[src/rtl/vga_pkg.sv]
// Shared VGA timing constants and color types used by the scan controller.
package vga_pkg;

   localparam int H_ACTIVE = 640;
   localparam int H_FP     = 16;
   localparam int H_SYNC   = 96;
   localparam int H_BP     = 48;

   localparam int V_ACTIVE = 480;
   localparam int V_FP     = 10;
   localparam int V_SYNC   = 2;
   localparam int V_BP     = 33;

   localparam int COLOR_W = 12;
   localparam int CH_W    = 4;

   typedef logic [COLOR_W-1:0] color_t;

   typedef struct packed {
      logic [CH_W-1:0] r;
      logic [CH_W-1:0] g;
      logic [CH_W-1:0] b;
   } rgb_t;

   // 32-pixel checkerboard cell color from bit 5 of the scan coordinates.
   function automatic color_t checker_color(input logic x_bit, input logic y_bit);
      return (x_bit ^ y_bit) ? 12'hFFF : 12'h000;
   endfunction

endpackage

[src/rtl/vga_tick_div.sv]
// Pixel-tick generator: one-clk tick every CLK_DIV clocks, asynchronous active-low reset.
module vga_tick_div #(
   parameter int CLK_DIV = 4
) (
   input  logic clk_i,
   input  logic rst_ni,
   output logic tick_o
);

   localparam int CNT_W = (CLK_DIV > 1) ? $clog2(CLK_DIV) : 1;
   localparam logic [CNT_W-1:0] LAST = CNT_W'(CLK_DIV - 1);

   logic [CNT_W-1:0] cnt_q;
   logic [CNT_W-1:0] cnt_d;

   always_comb begin
      cnt_d = (cnt_q == LAST) ? '0 : cnt_q + 1'b1;
   end

   always_ff @(posedge clk_i or negedge rst_ni) begin
      if (!rst_ni) begin
         cnt_q <= '0;
      end else begin
         cnt_q <= cnt_d;
      end
   end

   assign tick_o = (cnt_q == LAST);

endmodule

[src/rtl/vga_scan_controller.sv]
// Raster-scan VGA front end: scan counters, row-major pixel address, and pins re-aligned one tick later.
// Defining VGA_TEST_PATTERN_EN adds a test_mode input that swaps colorData for a checkerboard.
module vga_scan_controller
   import vga_pkg::*;
#(
   parameter int WIDTH               = H_ACTIVE,
   parameter int HEIGHT              = V_ACTIVE,
   parameter int CLK_DIV             = 4,
   parameter int RAM_LATENCY         = 2,
   parameter int PIXEL_ADDRESS_WIDTH = $clog2(WIDTH * HEIGHT) + 1
) (
   input  logic                           clk,
   input  logic                           reset_n,
`ifdef VGA_TEST_PATTERN_EN
   input  logic                           test_mode,
`endif
   input  logic [COLOR_W-1:0]             colorData,
   output logic [PIXEL_ADDRESS_WIDTH-1:0] imgAddress,
   output logic [9:0]                     x,
   output logic [9:0]                     y,
   output logic                           frame_done,
   output logic [CH_W-1:0]                vga_r,
   output logic [CH_W-1:0]                vga_g,
   output logic [CH_W-1:0]                vga_b,
   output logic                           vga_hs,
   output logic                           vga_vs
);

   localparam int H_SYNC_START = WIDTH + H_FP;
   localparam int H_SYNC_END   = H_SYNC_START + H_SYNC;
   localparam int H_LAST       = H_SYNC_END + H_BP - 1;
   localparam int V_SYNC_START = HEIGHT + V_FP;
   localparam int V_SYNC_END   = V_SYNC_START + V_SYNC;
   localparam int V_LAST       = V_SYNC_END + V_BP - 1;

   // colorData is sampled one full tick after the address moves, so the RAM must settle within it.
   if (RAM_LATENCY >= CLK_DIV) begin : g_latency_check
      $error("RAM_LATENCY must be smaller than CLK_DIV");
   end

   logic tick;

   vga_tick_div #(
      .CLK_DIV (CLK_DIV)
   ) u_tick_div (
      .clk_i  (clk),
      .rst_ni (reset_n),
      .tick_o (tick)
   );

   logic [9:0]                     x_q, x_d;
   logic [9:0]                     y_q, y_d;
   logic [PIXEL_ADDRESS_WIDTH-1:0] addr_q, addr_d;
   logic                           hs_q, hs_d;
   logic                           vs_q, vs_d;
   logic                           frame_done_q, frame_done_d;
   color_t                         rgb_q, rgb_d;
   color_t                         pix_src;
   logic                           active_cur;
   rgb_t                           pin_rgb;

`ifdef VGA_TEST_PATTERN_EN
   assign pix_src = test_mode ? checker_color(x_q[5], y_q[5]) : colorData;
`else
   assign pix_src = colorData;
`endif

   assign active_cur = (x_q < 10'(WIDTH)) && (y_q < 10'(HEIGHT));

   always_comb begin
      x_d    = x_q;
      y_d    = y_q;
      addr_d = addr_q;
      if (tick) begin
         if (x_q == 10'(H_LAST)) begin
            x_d = '0;
            y_d = (y_q == 10'(V_LAST)) ? '0 : y_q + 1'b1;
         end else begin
            x_d = x_q + 1'b1;
         end
         // Address tracks y*WIDTH+x incrementally; it freezes through blanking.
         if ((x_d == '0) && (y_d == '0)) begin
            addr_d = '0;
         end else if ((x_d < 10'(WIDTH)) && (y_d < 10'(HEIGHT))) begin
            addr_d = addr_q + 1'b1;
         end
      end
   end

   // Pins describe the position the scan is leaving, so they lag x/y by one tick.
   always_comb begin
      hs_d         = hs_q;
      vs_d         = vs_q;
      rgb_d        = rgb_q;
      frame_done_d = 1'b0;
      if (tick) begin
         hs_d         = !((x_q >= 10'(H_SYNC_START)) && (x_q < 10'(H_SYNC_END)));
         vs_d         = !((y_q >= 10'(V_SYNC_START)) && (y_q < 10'(V_SYNC_END)));
         rgb_d        = active_cur ? pix_src : '0;
         frame_done_d = (x_q == 10'(H_LAST)) && (y_q == 10'(HEIGHT - 1));
      end
   end

   always_ff @(posedge clk or negedge reset_n) begin
      if (!reset_n) begin
         x_q          <= '0;
         y_q          <= '0;
         addr_q       <= '0;
         hs_q         <= 1'b1;
         vs_q         <= 1'b1;
         rgb_q        <= '0;
         frame_done_q <= 1'b0;
      end else begin
         x_q          <= x_d;
         y_q          <= y_d;
         addr_q       <= addr_d;
         hs_q         <= hs_d;
         vs_q         <= vs_d;
         rgb_q        <= rgb_d;
         frame_done_q <= frame_done_d;
      end
   end

   assign pin_rgb    = rgb_q;
   assign x          = x_q;
   assign y          = y_q;
   assign imgAddress = addr_q;
   assign frame_done = frame_done_q;
   assign vga_r      = pin_rgb.r;
   assign vga_g      = pin_rgb.g;
   assign vga_b      = pin_rgb.b;
   assign vga_hs     = hs_q;
   assign vga_vs     = vs_q;

endmodule
[config.mk]
export PLATFORM = sky130hd
export DESIGN_NAME = vga_scan_controller
export DESIGN_NICKNAME = d
export VERILOG_FILES = /design/src/rtl/vga_pkg.sv /design/src/rtl/vga_tick_div.sv /design/src/rtl/vga_scan_controller.sv
export SDC_FILE = /design/constraint.sdc
export NUM_CORES = 1
export LEC_CHECK = 0
export ABC_AREA = 0
export BUFFER_PORTS_ARGS = -buffer_cell sky130_fd_sc_hd__buf_2
export CORE_ASPECT_RATIO = 0.7
export CORE_MARGIN = 3
export CORE_UTILIZATION = 55
export DETAILED_ROUTE_END_ITERATION = 8
export PLACE_DENSITY_LB_ADDON = 0.25
export SLEW_MARGIN = 20
export SYNTH_ARGS = -nofsm -noshare
export SYNTH_HDL_FRONTEND = slang
export SYNTH_HIERARCHICAL = 1
export SYNTH_SLANG_ARGS = --single-unit
[constraint.sdc]
create_clock -name clk -period 3.45 [get_ports clk]
set_input_delay 0.345 -clock clk [delete_from_list [all_inputs] [get_ports clk]]
set_output_delay 0.345 -clock clk [all_outputs]
set_load 0.005 [all_outputs]
==> impl_metrics.json, run 1 <==
{
  "grt_overflow_total": 0,
  "p_clk_share_pct": 50.0,
  "dp_hpwl_mm": 6.139,
  "start_util_pct": 58.48,
  "synth_area_mm2": 0.003433,
  "reg2reg_to": "imgAddress[17]",
  "fin_skew_ps": 8.860,
  "die_area_mm2": 0.007242,
  "cp.arrival_ps": 3380,
  "nNetsFinal": 486,
  "critPathBufInv": 1,
  "grt_pass1_wl_mm": 14.59,
  "syn-instance-count": 400,
  "ir_drop_mv": 0.2233,
  "crit_family": "simple AND/OR/NAND/NOR gates",
  "worstPathCellList": "ha_2 > nand4_1 > buf_4 > nor4_4 > nor3b_2 > a211oi_2 > or4_4 > nand2b_1 > o311ai_0",
  "gp_congestion": 0.9233,
  "critPathKind": "reg -> reg",
  "max_slew_margin_pct": 52.22,
  "synth_warnings": 6,
  "grt_max_degree": 43,
  "die_width_um": 100.4,
  "antenna_found_initial": 0,
  "clkSinkCount": 57,
  "htree_levels": 3,
  "std_cell_rows": 23,
  "pwr-share-comb_pct": 2.4,
  "power_density_mw_per_mm2": 351.4,
  "stdcell_area_mm2": 0.004063,
  "via_count": 3321,
  "clkTransAtPathRegs_ps": 60,
  "synth_edf_count": 0,
  "pwr-share-seq_pct": 47.6,
  "critPathCapture": "imgAddress[17]",
  "cts_buffers": 9,
  "status": "finished, final reports clean",
  "dieHeight_um": 72.11,
  "worst-path-max-fanout": 29,
  "area_growth_pct": 18.33,
  "ff2ff_path_depth": 9,
  "drtAntennaViolNets": 0,
  "drive_gt1_share_pct": 24.47,
  "p_switching_w": 0.0002927,
  "rsz0062_at_grt": "false",
  "min_period_ps": 3201,
  "whs_ps": 15.33,
  "synth.net_count": 421,
  "wl_met3_um": 719,
  "setup_viol": 0,
  "timing.rr.start": "x[1]",
  "min_period_over_period_pct": 92.80,
  "dr_wl_met2_mm": 3.658,
  "drt_iter0_markers": 239,
  "n_antenna_cell": 0,
  "hold_path.class": "in -> async",
  "core_mm2": 0.005871,
  "fin_tns_setup_ps": 0,
  "p_int_w": 0.001135,
  "fmax_ghz": 0.3124,
  "ys_async_sr_fraction_pct": 100.0,
  "wl_per_cell_um": 15.86,
  "tritoncts": "done",
  "wl_met1_mm": 4.160,
  "syn_area_per_cell_um2": 8.583,
  "via_per_inst": 6.094,
  "drc": 0,
  "grt_pass1_vias": 2974,
  "drv_slew": 0,
  "cp.depth": 9,
  "synth-seq-cells": 57,
  "critPathSlowestCell": "or4_4",
  "n_fill_cell": 484,
  "wirelength_mm": 8.642,
  "cts_buffer_depth": 2,
  "hold_buffers": 0,
  "top_layer": "met4",
  "endpoint_kind": "register",
  "root_buffer": "clkbuf_8",
  "most-common-layout-cells": "buf_2, nand2_1, dfrtp_1",
  "numPortBuffers": 68,
  "final_common_cell": "buf_2",
  "io_pins": 69,
  "crit_required_ps": 3630,
  "worstMarginPinSlew_ps": 710.1,
  "drv_cap": 0,
  "dr.pass1.iters": 5,
  "switching_share_pct": 20.51,
  "ys_types": 58,
  "clk-insertion-delay-late_ps": 330,
  "cp-start-kind": "register",
  "dpl-instance-area_mm2": 0.003821,
  "p_leak_nw": 1.839,
  "r2r_slack_ps": 250,
  "yosysSeqAreaShare_pct": 41.62,
  "crit_start": "x[1]",
  "synthFlopType": "dfrtp_1",
  "grt_usage_pct": 25.21,
  "hold_viol_final": 0,
  "slowest_delay_ps": 720
}
-- cells by family after synthesis --
| family | after synthesis | synth area share, % |
|---|---|---|
| compound gates | 76 | 14.51 |
| xor+xnor | 13 | 3.316 |
| fa+ha+maj | 7 | 2.551 |
| buf+inv | 52 | 6.815 |
| flops | 57 | 41.62 |
| mux | 2 | 0.5831 |
| simple gates | 193 | 30.61 |
-- sequential cells by signal, summed over array words and instances (netlist names) --
signal / count
y: 10
vga_vs: 1
u_tick_div/cnt_q: 2
imgAddress: 20
frame_done: 1
vga_hs: 1
x: 10
pin_rgb: 12
-- worst register-to-register path: stages, from the launching register on --
cell	delay (ps)
dfrtp_1	500
ha_2	340
nand4_1	120
buf_4	190
nor4_4	290
nor3b_2	260
a211oi_2	80
or4_4	720
nand2b_1	360
o311ai_0	200
-- cell usage after synthesis (all sizes together) (3+ instances only) --
cell type / instances / area share (%)
inv: 24 / 2.6
a31oi: 5 / 0.91
or2: 5 / 0.91
nand3b: 5 / 1.1
nand3: 37 / 5.4
nor3: 11 / 1.6
or4b: 4 / 1.2
nor4: 9 / 2.1
o21ai: 34 / 5.0
xnor2: 10 / 2.6
nor2: 15 / 1.6
a21oi: 7 / 1.0
xor2: 3 / 0.77
clkbuf: 15 / 1.7
o211ai: 4 / 0.87
o311ai: 9 / 2.3
buf: 13 / 2.5
nand4: 12 / 2.2
dfrtp: 55 / 40
nand2b: 3 / 0.55
and3: 10 / 1.8
nand4b: 3 / 0.77
a221o: 3 / 0.87
nand2: 60 / 6.6
ha: 7 / 2.6
nor3b: 4 / 1.2
-- power groups by stage --
stage	Combinational [W]	Sequential, W	Clock [W]
global placement	0.0000356	0.000691	0
global route	0.0000406	0.000679	0.000758
detailed placement	0.0000360	0.000691	0
finish	0.0000344	0.000679	0.000714
CTS	0.0000361	0.000679	0.000730
floorplan	0.00000457	0.000692	0
-- final cells by class --
cell class                      instances  area, um^2  share of cell area [%]
Multi-Input combinational cell        291        1774                   43.67
Sequential cell                        57        1429                   35.17
Timing Repair Buffer                   82       445.4                   10.96
Clock buffer                           12       155.1                   3.819
Tap cell                               75       93.84                   2.310
Inverter                               24       90.09                   2.217
Clock inverter                          4       75.07                   1.848
-- stage by stage --
step | total power (W) | worst slack (ps) | cells | utilization (%)
detailed placement | 0.0007274 | 138.5 | 528 | 65.09
finish | 0.001428 | 248.5 | 545 | 69.20
floorplan | 0.0006969 | 549.5 | 400 | -
global placement | 0.0007267 | 318.8 | 528 | 65.09
CTS | 0.001445 | 155.1 | 544 | 69.01
global route | 0.001478 | 11.12 | 545 | 69.20
-- repair_timing --
action / 4_1_cts / 5_1_grt
setup buffers: 0 / 1
resized for setup: 0 / 2
endpoints found under the setup margin: 0 / 14
-- how the worst min path moves through the flow --
| stage | start | end | slack (ps) | cells after the start |
|---|---|---|---|---|
| final | reset_n | pin_rgb[3] | 20 | 1 |
| after global routing | reset_n | pin_rgb[10] | 40 | 1 |
| after CTS | reset_n | pin_rgb[10] | 30 | 1 |
| after detailed placement | reset_n | pin_rgb[3] | 380 | 1 |
| after global placement | reset_n | pin_rgb[3] | 380 | 1 |
| after floorplan | reset_n | frame_done | 50 | 0 |
-- layer usage --
layer | GRT usage (%) | up-vias
met4 | 7.623 | 0
met1 | 37.31 | 1598
met2 | 37.08 | 133
met3 | 5.764 | 14
li1 | - | 1576
met5 | 0 | -
Note: power is estimated with default switching activity, not from simulation.
==> run 2: changes to the inputs <==
Settings changed: RECOVER_POWER set to 25.
Clock period 3.45 ns to 3.3 ns, I/O delays scaled along.
==> impl_metrics.json, run 2 (synthesized netlist as in run 1, its figures left out) <==
{
  "status": "finished, violations left",
  "failed_checks": "max-capacitance violations, max-slew violations",
  "r2r_slack_ps": 160,
  "grt_overflow_total": 0,
  "antenna_found_initial": 0,
  "hold_depth": 3,
  "hold_buffers": 0,
  "drv_slew": 40,
  "root_buffer": "clkbuf_8",
  "reg2reg_to": "imgAddress[12]",
  "cp-start-kind": "register",
  "std_cell_rows": 23,
  "worstPathCellList": "ha_1 > nand4_1 > nor4_2 > mux2i_1 > nand4b_1 > or4_4 > buf_4 > or4b_2 > nand3_1",
  "final_common_cell": "buf_2",
  "whs_endpoint": "pin_rgb[6]",
  "gp_congestion": 0.9003,
  "wirelength_mm": 9.007,
  "drc": 0,
  "drtAntennaViolNets": 0,
  "endpoint_kind": "register",
  "area_growth_pct": 19.53,
  "drive_gt1_share_pct": 25.21,
  "cts_buffers": 9,
  "dr.pass1.iters": 5,
  "fin_skew_ps": 8.014,
  "hold_viol_final": 0,
  "clkTransAtPathRegs_ps": 70,
  "stdcell_area_mm2": 0.004104,
  "cts_buffer_depth": 2,
  "grt_pass1_wl_mm": 14.94,
  "setup_viol": 0,
  "htree_levels": 3,
  "tritoncts": "done",
  "holdCritStartpoint": "colorData[6]",
  "die_area_mm2": 0.007242,
  "max_slew_margin_pct": -35.19,
  "most-common-layout-cells": "buf_2, nand2_1, dfrtp_1",
  "largest_reg_flops": 20,
  "grt_max_degree": 43,
  "min_period_over_period_pct": 95.13,
  "dpl-instance-area_mm2": 0.003851,
  "via_per_inst": 6.100,
  "fin_tns_setup_ps": 0,
  "drt_iter0_markers": 298,
  "dp_hpwl_mm": 6.311,
  "io_pins": 69,
  "slowest_delay_ps": 620,
  "n_fill_cell": 480,
  "fin_util_pct": 69.91,
  "nNetsFinal": 492,
  "p_leak_nw": 1.870,
  "dieHeight_um": 72.11,
  "clk-insertion-delay-late_ps": 350,
  "drv_cap": 1,
  "critPathKind": "reg -> reg",
  "power_density_mw_per_mm2": 365.6,
  "ir_drop_mv": 0.2114,
  "critPathBufInv": 1,
  "via_count": 3361,
  "min_period_ps": 3139,
  "clkSinkCount": 57,
  "n_antenna_cell": 0,
  "cp.arrival_ps": 3370,
  "ff2ff_path_depth": 9,
  "crit_required_ps": 3530,
  "grt_usage_pct": 26.12,
  "worst-path-max-fanout": 19,
  "timing.rr.start": "y[0]",
  "die_width_um": 100.4,
  "grt_pass1_vias": 3033,
  "rsz0062_at_grt": "false",
  "hold_path.class": "in -> reg",
  "critPathSlowestCell": "or4_4",
  "crit_family": "simple AND/OR/NAND/NOR gates",
  "finalPower_w": 0.001500,
  "worstMarginPinSlew_ps": 2028,
  "start_util_pct": 58.48,
  "wl_per_cell_um": 16.35,
  "core_mm2": 0.005871,
  "fmax_ghz": 0.3185,
  "numPortBuffers": 68
}
-- run 2: cell type report --
type                       instances  area [um^2]  area share, %
timing repair buffer              88        485.5          11.83
sequential                        57         1429          34.82
multi-input combinational        291         1779          43.35
inverter                          24        90.09          2.195
tap                               75        93.84          2.287
clock inverter                     7        102.6          2.500
clock buffer                       9        123.9          3.018
-- run 2: how the worst max path moves through the flow --
stage / from / to / cells past startpoint
after detailed placement: x[0] / imgAddress[18] / 8
after floorplan: x[0] / imgAddress[5] / 10
final: y[0] / imgAddress[12] / 9
after CTS: y[0] / imgAddress[19] / 8
after global placement: y[0] / imgAddress[19] / 8
after global routing: x[0] / imgAddress[12] / 11
-- run 2: repair_timing --
item	in CTS	in global routing
buffers inserted	2	1
pin swaps	1	1
setup endpoints to repair	1	14
resized for setup	0	4
endpoints found under the hold margin	0	0
-- run 2: routing by layer --
metal | share of wire (%) | track usage [%] | vias to the layer above
met3 | 9.0 | 7.012 | 15
met2 | 44 | 39.06 | 150
met4 | 1.3 | 8.819 | 0
met5 | 0 | 0 | -
met1 | 46 | 37.00 | 1604
li1 | - | - | 1592
-- run 2: per-stage QoR --
stage	hold slack (ps)	cells	worst slack, ps
after floorplan	34.41	400	399.5
after global placement	416.0	532	199.3
after detailed placement	427.9	532	25.94
after CTS	100.8	550	58.71
after global routing	182.3	551	13.77
final	185.0	551	160.7
-- run 2: power breakdown --
part / internal [W] / total [W] / switching, W
Clock: 0.000432 / 0.000756 / 0.000324
Combinational: 0.0000127 / 0.0000352 / 0.0000225
Sequential: 0.000706 / 0.000709 / 0.00000366
Total: 0.00115 / 0.00150 / 0.000350
-- run 2: worst register-to-register path: stages, from the launching register on --
cell and delay [ps]:
dfrtp_1 510, ha_1 350, nand4_1 290, nor4_2 370, mux2i_1 250, nand4b_1 140
or4_4 620, buf_4 230, or4b_2 200, nand3_1 70
==> run 3: changes to the inputs <==
Clock period 3.3 ns to 3.45 ns, I/O delays scaled along.
==> impl_metrics.json, run 3 (synthesized netlist as in run 1, its figures left out) <==
{
  "hold_viol_final": 0,
  "worstPathCellList": "ha_2 > nand4_1 > buf_4 > nor4_4 > nor3b_2 > a211oi_2 > or4_4 > nand2b_1 > o311ai_0",
  "cp-start-kind": "register",
  "max_slew_margin_pct": -15.22,
  "p_leak_nw": 1.833,
  "grt_pass1_wl_mm": 14.59,
  "pwr-share-seq_pct": 47.6,
  "drv_slew": 34,
  "grt_pass1_vias": 2974,
  "n_fill_cell": 485,
  "drc": 0,
  "p_switching_w": 0.0002926,
  "clkTransAtPathRegs_ps": 70,
  "crit_required_ps": 3630,
  "gp_congestion": 0.9233,
  "root_buffer": "clkbuf_8",
  "htree_levels": 3,
  "worst-path-max-fanout": 29,
  "rsz0062_at_grt": "false",
  "n_antenna_cell": 0,
  "final_common_cell": "buf_2",
  "area_growth_pct": 18.19,
  "p_clk_share_pct": 50.1,
  "cts_buffers": 9,
  "clkSinkCount": 57,
  "grt_usage_pct": 25.21,
  "fin_skew_ps": 9.212,
  "dpl.cell_count": 528,
  "die_width_um": 100.4,
  "io_pins": 69,
  "cp.arrival_ps": 3380,
  "drv_cap": 1,
  "failed_checks": "max-capacitance violations, max-slew violations",
  "min_period_over_period_pct": 92.73,
  "dr.pass1.iters": 5,
  "largest_reg_flops": 20,
  "grt_overflow_total": 0,
  "switching_share_pct": 20.51,
  "core_mm2": 0.005871,
  "fin_cells": 545,
  "die_area_mm2": 0.007242,
  "fmax_ghz": 0.3126,
  "status": "finished, violations left",
  "antenna_found_initial": 0,
  "p_int_w": 0.001134,
  "critPathSlowestCell": "or4_4",
  "worstMarginPinSlew_ps": 1728,
  "grt_max_degree": 43,
  "most-common-layout-cells": "buf_2, nand2_1, dfrtp_1",
  "via_per_inst": 6.110,
  "power_density_mw_per_mm2": 351.6,
  "ir_drop_mv": 0.2233,
  "fin_tns_setup_ps": 0,
  "wl_per_cell_um": 15.86,
  "via_count": 3330,
  "pwr-share-comb_pct": 2.4,
  "wirelength_mm": 8.642,
  "drive_gt1_share_pct": 24.04,
  "clk-insertion-delay-late_ps": 330,
  "tritoncts": "done",
  "drtAntennaViolNets": 0,
  "critPathKind": "reg -> reg",
  "endpoint_kind": "register",
  "dp_hpwl_mm": 6.139,
  "std_cell_rows": 23,
  "dieHeight_um": 72.11,
  "numPortBuffers": 68,
  "min_period_ps": 3199,
  "start_util_pct": 58.48,
  "drt_iter0_markers": 241,
  "setup_viol": 0,
  "slowest_delay_ps": 720,
  "cts_buffer_depth": 2,
  "hold_path.class": "in -> reg",
  "nNetsFinal": 486
}
[run 3: cell count changes in the layout (fill, tap and decap cells not counted), moves of 2 or more]
cell,before,now
clkbuf_8,9,11
clkinv_4,2,0
o311ai_0,7,9
o311ai_1,2,0
buf_4,19,13
inv_6,2,0
[run 3: path summary, 6_finish.rpt]
check                                     from                   to  slack, ps  cells past startpoint
setup / recovery                          x[1]       imgAddress[17]        250                      9
hold / removal                    colorData[1]           pin_rgb[1]        220                      3
max in group asynchronous              reset_n       imgAddress[12]        870                      2
min in group asynchronous              reset_n           pin_rgb[3]        330                      1
hold reg to reg            u_tick_div/cnt_q[0]  u_tick_div/cnt_q[0]        430                      1
setup reg to reg                          x[1]       imgAddress[17]        250                      9
[run 3: through the flow]
| stage | hold WS, ps | setup WS [ps] | util (%) | area [um^2] | total power, W |
|---|---|---|---|---|---|
| after CTS | 26.75 | 155.1 | 69.01 | 4051 | 0.001445 |
| after floorplan | 49.41 | 549.5 | - | 3433 | 0.0006969 |
| final | 216.9 | 250.8 | 69.12 | 4058 | 0.001427 |
| after detailed placement | 383.8 | 138.5 | 65.09 | 3821 | 0.0007274 |
| after global placement | 383.2 | 318.8 | 65.09 | 3821 | 0.0007267 |
| after global routing | 221.4 | 11.12 | 69.12 | 4058 | 0.001477 |
[run 3: final cells by class]
| cell class | instances | area [um^2] | share of cell area, % |
|---|---|---|---|
| Timing Repair Buffer | 82 | 440.4 | 10.85 |
| Inverter | 24 | 90.09 | 2.220 |
| Multi-Input combinational cell | 291 | 1774 | 43.72 |
| Clock buffer | 12 | 155.1 | 3.824 |
| Sequential cell | 57 | 1429 | 35.21 |
| Tap cell | 75 | 93.84 | 2.313 |
| Clock inverter | 4 | 75.07 | 1.850 |
[run 3: power by group through the flow]
stage | registers (W) | logic (W) | clock network, W
floorplan | 0.000692 | 0.00000457 | 0
global placement | 0.000691 | 0.0000356 | 0
detailed placement | 0.000691 | 0.0000360 | 0
CTS | 0.000679 | 0.0000361 | 0.000730
global route | 0.000679 | 0.0000398 | 0.000758
finish | 0.000679 | 0.0000337 | 0.000714
[run 3: metal layers]
layer / up-vias / global-route usage (%) / wire length, um
li1: 1572 / - / -
met1: 1589 / 37.31 / 4121
met2: 154 / 37.08 / 3674
met3: 15 / 5.764 / 746
met4: 0 / 7.623 / 100
met5: - / 0 / 0
[run 3: repair_timing]
action                                  in CTS  in global routing
endpoints found under the setup margin       0                 14
buffers inserted                             0                  1
hold buffers                                 0                  0
gates resized for setup                      0                  2
[run 3: worst max-delay path: cells and delay by family, from the launching register on]
family	cells	cell delay [ps]
buffers and inverters	1	190
DFF	1	490
AOI/OAI and AO/OA	2	280
adders and majority gates	1	330
and+or+nand+nor	5	1750
